[src/rtl/time_nmr_lock_end.sv]
// time_nmr_lock_end
//
// Output end of the time-redundant execution path. Every operation arrives
// NumCopies times in a row with the same ID. This block gathers those copies,
// compares them (NumCopies=2) or majority-votes them (NumCopies=3), and emits
// one result per group with a needs_retry flag for the downstream retry stage.
// While a group is partially collected, lock_o holds the upstream round-robin
// arbiter on the current opgroup so that all copies leave through it.
// A partial group that sees no further copies for LockTimeout cycles is
// flushed as untrustworthy and the lock is released.
//
// Ports
//   clk_i, rst_ni     clock, asynchronous active-low reset
//   enable_i          1: redundancy active, 0: every input passes straight out
//   data_i, id_i      incoming result copy and its operation ID
//   valid_i, ready_o  upstream handshake
//   lock_o            keep the arbiter grant while a partial group is open
//   data_o, id_o      emitted (voted) result and its ID
//   needs_retry_o     emitted result cannot be trusted
//   valid_o, ready_i  downstream handshake
//   fault_detected_o  one-cycle pulse alongside any faulty emission
//
// Handshake: a transfer happens on a clock edge where valid and ready are both
// high. Once valid_o is raised, valid_o/data_o/id_o/needs_retry_o stay frozen
// until ready_i is seen high; ready_o = !valid_o || ready_i, so the output
// register acts as a single skid-free pipeline stage.
module time_nmr_lock_end #(
  parameter int unsigned DataWidth   = 32,
  parameter int unsigned NumCopies   = 2,
  parameter int unsigned IDSize      = 4,
  parameter int unsigned LockTimeout = 5,
  localparam int unsigned TimeoutWidth = $clog2(LockTimeout + 1)
) (
  input  logic                 clk_i,
  input  logic                 rst_ni,
  input  logic                 enable_i,
  input  logic [DataWidth-1:0] data_i,
  input  logic [IDSize-1:0]    id_i,
  input  logic                 valid_i,
  output logic                 ready_o,
  output logic                 lock_o,
  output logic [DataWidth-1:0] data_o,
  output logic [IDSize-1:0]    id_o,
  output logic                 needs_retry_o,
  output logic                 valid_o,
  input  logic                 ready_i,
  output logic                 fault_detected_o
);

  localparam int unsigned CntWidth = $clog2(NumCopies);
  localparam int          BufDepth = NumCopies - 1;
  localparam logic [CntWidth-1:0]     LastCount  = CntWidth'(NumCopies - 1);
  localparam logic [TimeoutWidth-1:0] TimeoutMax = TimeoutWidth'(LockTimeout);

  if (!(NumCopies == 2 || NumCopies == 3)) begin : g_bad_copies
    $error("time_nmr_lock_end: NumCopies must be 2 or 3");
  end
  if (LockTimeout < 1) begin : g_bad_timeout
    $error("time_nmr_lock_end: LockTimeout must be at least 1");
  end

  // Buffered copies of the open group; all share buf_id.
  logic [DataWidth-1:0]    buf_data [BufDepth];
  logic [IDSize-1:0]       buf_id;
  logic [CntWidth-1:0]     count;
  logic [TimeoutWidth-1:0] tmo_cnt;

  logic                 valid_q, retry_q, fault_q;
  logic [DataWidth-1:0] data_q;
  logic [IDSize-1:0]    id_q;

  logic accept, group_open, id_match, tmo_expired;
  logic do_store, do_complete, do_lost, do_flush, do_pass, load_out;
  logic [DataWidth-1:0] nxt_data;
  logic [IDSize-1:0]    nxt_id;
  logic                 nxt_retry, nxt_fault;

  logic [DataWidth-1:0] vote_data;
  logic                 vote_retry, vote_fault;

  assign ready_o     = !valid_q || ready_i;
  assign accept      = valid_i && ready_o;
  assign group_open  = (count != '0);
  assign id_match    = (id_i == buf_id);
  assign tmo_expired = (tmo_cnt == TimeoutMax);
  assign lock_o      = enable_i && group_open && (tmo_cnt < TimeoutMax);

  // Voting: the incoming copy is always the last member of the group.
  if (NumCopies == 2) begin : g_dmr
    assign vote_data  = buf_data[0];
    assign vote_retry = (buf_data[0] != data_i);
    assign vote_fault = vote_retry;
  end else begin : g_tmr
    logic eq01, eq02, eq12;
    assign eq01 = (buf_data[0] == buf_data[1]);
    assign eq02 = (buf_data[0] == data_i);
    assign eq12 = (buf_data[1] == data_i);
    // With no majority the first copy is forwarded and a retry is requested.
    assign vote_data  = (eq01 || eq02) ? buf_data[0] : (eq12 ? buf_data[1] : buf_data[0]);
    assign vote_retry = !(eq01 || eq02 || eq12);
    assign vote_fault = !(eq01 && eq02);
  end

  // Action decode. An accepted copy always takes priority over a timeout.
  always_comb begin
    do_store    = 1'b0;
    do_complete = 1'b0;
    do_lost     = 1'b0;
    do_flush    = 1'b0;
    do_pass     = 1'b0;
    if (!enable_i) begin
      do_pass = accept;
    end else if (accept) begin
      if (!group_open)            do_store    = 1'b1;
      else if (!id_match)         do_lost     = 1'b1;
      else if (count == LastCount) do_complete = 1'b1;
      else                        do_store    = 1'b1;
    end else if (group_open && tmo_expired && ready_o) begin
      do_flush = 1'b1;
    end
  end

  always_comb begin
    load_out  = do_pass || do_complete || do_lost || do_flush;
    nxt_data  = data_i;
    nxt_id    = id_i;
    nxt_retry = 1'b0;
    nxt_fault = 1'b0;
    if (do_complete) begin
      nxt_data  = vote_data;
      nxt_id    = buf_id;
      nxt_retry = vote_retry;
      nxt_fault = vote_fault;
    end else if (do_lost || do_flush) begin
      // Incomplete group: report the first copy under the buffered ID.
      nxt_data  = buf_data[0];
      nxt_id    = buf_id;
      nxt_retry = 1'b1;
      nxt_fault = 1'b1;
    end
  end

  always_ff @(posedge clk_i or negedge rst_ni) begin
    if (!rst_ni) begin
      for (int i = 0; i < BufDepth; i++) buf_data[i] <= '0;
      buf_id  <= '0;
      count   <= '0;
      tmo_cnt <= '0;
      valid_q <= 1'b0;
      data_q  <= '0;
      id_q    <= '0;
      retry_q <= 1'b0;
      fault_q <= 1'b0;
    end else begin
      fault_q <= nxt_fault;

      if (load_out) begin
        valid_q <= 1'b1;
        data_q  <= nxt_data;
        id_q    <= nxt_id;
        retry_q <= nxt_retry;
      end else if (ready_i) begin
        valid_q <= 1'b0;
      end

      if (!enable_i)                  count <= '0;
      else if (do_store)              count <= count + 1'b1;
      else if (do_complete || do_flush) count <= '0;
      else if (do_lost)               count <= CntWidth'(1);

      if (do_store) begin
        for (int i = 0; i < BufDepth; i++) begin
          if (count == CntWidth'(i)) buf_data[i] <= data_i;
        end
        if (!group_open) buf_id <= id_i;
      end
      // A lost copy closes the stale group and opens a new one with itself.
      if (do_lost) begin
        buf_data[0] <= data_i;
        buf_id      <= id_i;
      end

      // Counter saturates at LockTimeout so a stalled output still flushes later.
      if (!enable_i || !group_open || accept || do_flush) tmo_cnt <= '0;
      else if (!tmo_expired)                             tmo_cnt <= tmo_cnt + 1'b1;
    end
  end

  assign valid_o          = valid_q;
  assign data_o           = data_q;
  assign id_o             = id_q;
  assign needs_retry_o    = retry_q;
  assign fault_detected_o = fault_q;

endmodule
[config.mk]
export PLATFORM = sky130hd
export DESIGN_NAME = time_nmr_lock_end
export DESIGN_NICKNAME = d
export VERILOG_FILES = /design/src/rtl/time_nmr_lock_end.sv
export SDC_FILE = /design/constraint.sdc
export NUM_CORES = 1
export LEC_CHECK = 0
export CAP_MARGIN = 30
export CORE_UTILIZATION = 51
export CTS_CLUSTER_DIAMETER = 100
export CTS_CLUSTER_SIZE = 25
export DETAILED_ROUTE_END_ITERATION = 12
export GPL_TIMING_DRIVEN = 1
export PLACE_DENSITY_LB_ADDON = 0.1
export SLEW_MARGIN = 40
export SYNTH_ARGS = -nofsm -noshare
export SYNTH_HDL_FRONTEND = slang
export SYNTH_SLANG_ARGS = --single-unit
[constraint.sdc]
create_clock -name clk_i -period 2.1 [get_ports clk_i]
set_clock_uncertainty 0.05 [all_clocks]
set_input_delay 0.21 -clock clk_i [delete_from_list [all_inputs] [get_ports clk_i]]
set_output_delay 0.21 -clock clk_i [all_outputs]
set_load 0.005 [all_outputs]
Word level (Yosys, flattened, before mapping)
Index checks and enable logic that the tools add are counted.

Register bits after elaboration: 79. Bits in latches: 0. Bits in writable memories: 0. ROM bits: 0. Input bits: 41. Output and inout port bits: 41. Logic and storage cells: 73. Memories: 0.

Add/subtract/negate cells: 2. Multipliers: 0. Div/mod/pow operators: 0. Magnitude comparators: 1. Equal/unequal tests: 6. Shift operators: 0. Mux-type cells: 35. Bitwise gates (word level): 0. Reductions and logical operators: 20.

Operators by type and width (number): $mux 32 (5); $ne 32x32->1 (1); $mux 1 (23); $mux 4 (5); $logic_or 1x1->1 (9); $mux 3 (2); $logic_and 1x1->1 (5); $eq 4x4->1 (1); $ne 2x1->1 const B (2); $ne 4x1->1 const B (1); $reduce_bool 2->1 (2); $add 3x1->3 const B (1); $eq 3x3->1 const B (1); $logic_not 1->1 (3); $lt 3x3->1 const B (1); $reduce_and 2->1 (1); $add 1x1->1 const B (1).

Longest topological paths before layout
Depth in word-level cells: 10. Mapped depth: 9. Gate-level depth less buffers: 7.

Least setup slack after synthesis
Ideal clock, no wire load.

Path kind: register to register. Start: register tmo_cnt[1]. End: register data_q[25] (netlist: data_o[25]). Setup time: 0.137 ns. Arrival: 1.646 ns. Data required time: 1.913 ns. Path slack: 0.267 ns. Stages on the path, launching flop included: 10. Path buffers: 2. Period minus slack after synthesis: 1.833 ns. Cells stage by stage: dfrtp_1 > inv_1 > ha_1 > and2_1 > o21ai_0 > nor2_1 > buf_4 > buf_2 > mux2i_1 > a21oi_1.

Word-level cells in the longest chain between the ends: 9. Elaborated cells between the ends (all ways): 10. Those cells by class: 1 x eq/ne; 5 x mux; 4 x reduce/logical.

RTL lines: from (decl) (line 66) `logic [TimeoutWidth-1:0] tmo_cnt;`; from (signal assigned) (line 185) `else if (!tmo_expired) tmo_cnt <= tmo_cnt + 1'b1;`; $eq 3x3->1 * (line 85) `assign tmo_expired = (tmo_cnt == TimeoutMax);`; $logic_and 1x1->1 * (2 in series) (line 118) `end else if (group_open && tmo_expired && ready_o) begin`; $mux 1 * (line 118); $mux 1 * (line 113) `end else if (accept) begin`; $mux 1 * (line 111) `if (!enable_i) begin`; $logic_or 1x1->1 (line 134) `end else if (do_lost || do_flush) begin`; $mux 32 (line 134); $mux 32 (line 129) `if (do_complete) begin`; to (signal assigned) (line 159) `data_q <= nxt_data;`; to (decl) (line 69) `logic [DataWidth-1:0] data_q;`.

Mark *: on every way between the ends. The rest lies on a longest branch, timed or not. A chain may end at the register's enable or synchronous reset.

Worst setup path after layout
Start: register tmo_cnt[0]. End: register data_q[24] (netlist: data_o[24]).

Same word-level chain as after synthesis.

==> run metrics <==
status complete, no violations; startpoint types flop; Synth top cells by count dfrtp_1 (79), nor2_1 (44), a21oi_1 (37), mux2_2 (36), mux2i_1 (36); Starting DRT DRC Count 86; Data required, critical path 2290 ps; vias 2,670; top cell type's share of synthesized area 0.5306; Yosys top cell by area dfrtp_1; number of nets in the layout 460; DP Worst Slack -112.1 ps; TritonRoute pass-1 iters 4; IO buf count 81; Die H 87.48 µm; Starting Density 0.5395; Final WS setup 109.0 ps; DR DRC count 0; CP startpoint tmo_cnt[0]; Clock Sinks 79; syn_nets 362; largest net degree at the start of global routing 43; Inst Count DP 501; post-synthesis cell area 3726 µm²; die footprint 7652 µm²; CTS clock-pin slew for the worst setup and hold paths 90 ps; EDFF count, synth 0; count leader, synth dfrtp_1; LEAKAGE 2.008 nW; Avg Inst Size Synth 11.68 µm²; CTS tree yes; worst setup path class flop to flop; HP Class input pin to asynchronous set/reset pin; register area share after synthesis 0.5306; antenna viol nets, final 0; CTS HTree Levels 3; Max VDD drop 0.5199 mV; critical path arrival 2180 ps; routed wire length per instance 15.48 µm; Yosys warning total 0; Post-Syn Instances 319; actual slew at the worst max-slew pin 553.5 ps; maxcap violations 0; RSZ-0062 raised after global routing no; initial antenna violation count 0; Antenna Cells 0; ys async rst share 1.000; Final period util 0.9481; Pwr Total 4.327 mW; IO Count 82; Final Hold Viols 0; Cell Rows 30; final wirelength 8020 µm; crit end category flop; DPL Wire Length 5703 µm; post-cts resize count 0; Critical Path Fanout Max 20; Yosys reg bits 79; flop2flop setup slack 110 ps; ratio of cells with drive above 1 in the final layout 0.1801; Pwr Density 860.4 nW/µm²; routability cong. 0.7648; Synth area leaders dfrtp_1 (53%), mux2_2 (11%), mux2i_1 (9.7%); die width 87.48 µm; Post-Route Utilization 0.7281; Max Buffers Root-to-Sink 2; Root Driver clkbuf_8; crit path time final 1991 ps; Top FF cell, synth dfrtp_1; Slew Viols, Final 0; gr usage total 0.2296; Clock Latency Late Sink 350 ps; Final Setup Violations 0; global-route wire length before repair 13,040 µm; DR vias/cell 5.154; global route total overflow 0; distinct cell type count after synthesis 27; Crit Reg-Reg Startpoint tmo_cnt[0]; final std cells w/o fill 518; Area Overhead vs Synth 34.96%; worst relative slew slack 0.6310; Fmax achieved 502.3 MHz; CTS Buf Count 9; number of global-route vias before repair 2,661; Core ar. 6907 µm²
-- flip-flops by register name (all words and copies together) (netlist names) --
name              flops
buf_id                4
id_o                  4
valid_o               1
data_o               32
count                 1
buf_data             32
tmo_cnt               3
needs_retry_o         1
fault_detected_o      1
-- final cells by class --
| type | count | area [µm²] |
|---|---|---|
| Clock buffer | 10 | 137.6 |
| Clock inverter | 6 | 60.06 |
| Fill cell | 539 | 1878 |
| Sequential cell | 79 | 1977 |
| Tap cell | 96 | 120.1 |
| Timing Repair Buffer | 101 | 1036 |
| Multi-Input combinational cell | 223 | 1687 |
| Inverter | 3 | 11.26 |
-- repair_timing --
| action | CTS | global route |
|---|---|---|
| hold buffers | 1 | 0 |
| buffers inserted | 0 | 0 |
| hold endpoints to repair | 40 | 0 |
-- cell families (layout without fill, tap and decap cells) --
| group | Yosys count | after routing | synth area share |
|---|---|---|---|
| adder cells (fa/ha/maj) | 2 | 2 | 0.006715 |
| AND/OR/NAND/NOR | 68 | 68 | 0.08496 |
| AO/OA/AOI/OAI | 44 | 44 | 0.06246 |
| multiplexers | 72 | 72 | 0.2055 |
| XOR/XNOR | 37 | 37 | 0.08697 |
| flip-flops | 79 | 79 | 0.5306 |
| buffers and inverters | 17 | 120 | 0.02284 |
-- cell usage in the layout (no fill, tap or decap), drive strengths merged, types with 2 or more instances in the layout --
cell | netlist | final
nor2 | 44 | 44
xnor2 | 6 | 6
nand2 | 5 | 5
nand2b | 2 | 2
dfrtp | 79 | 79
xor2 | 31 | 31
inv | 3 | 3
clkdlybuf4s50 | 0 | 80
o21ai | 3 | 3
clkbuf | 7 | 10
and2 | 3 | 3
nor4 | 7 | 7
nand4 | 3 | 3
clkinv | 0 | 3
buf | 7 | 20
mux2i | 36 | 36
a21oi | 38 | 38
ha | 2 | 2
clkinvlp | 0 | 2
mux2 | 36 | 36
-- worst max-delay path, stage by stage, from the launching register on --
cell and delay, ps:
dfrtp_1 430, ha_1 240, and2_1 170, o21ai_0 350, nor2_4 90, buf_12 190
mux2i_1 230, a21oi_1 110
-- through the flow --
stage	hold slack, ps	TNS (ps)	cell area (µm²)
final	335.4	0	5029
after global routing	394.8	0	5029
after CTS	342.0	0	5029
after detailed placement	188.7	-2538	4821
after global placement	182.7	-1851	4821
after floorplan	-135.6	0	3726
-- worst paths after layout --
kind	endpoint	depth (start not counted)
min reg2reg	data_o[30]	2
max in group asynchronous	data_o[20]	3
min	tmo_cnt[1]	2
min in group clk_i	data_o[30]	2
max reg2reg	data_o[24]	7
max	data_o[24]	7
-- power breakdown --
group | internal, mW | total (mW) | leakage, nW | switching [mW]
combinational | 0.690 | 1.14 | 0.997 | 0.452
clock | 0.575 | 1.14 | 0.0981 | 0.563
sequential | 1.82 | 2.05 | 0.913 | 0.222
-- per-layer routing --
layer	global-route usage	share of wire	vias to the layer above	wire length, µm
met5	0	0	-	0
met4	0.09836	0.018	0	147
met3	0.04645	0.045	10	361
met2	0.3686	0.48	73	3851
met1	0.3034	0.46	1285	3660
li1	-	-	1302	-
(Power assumes the default switching activity.)
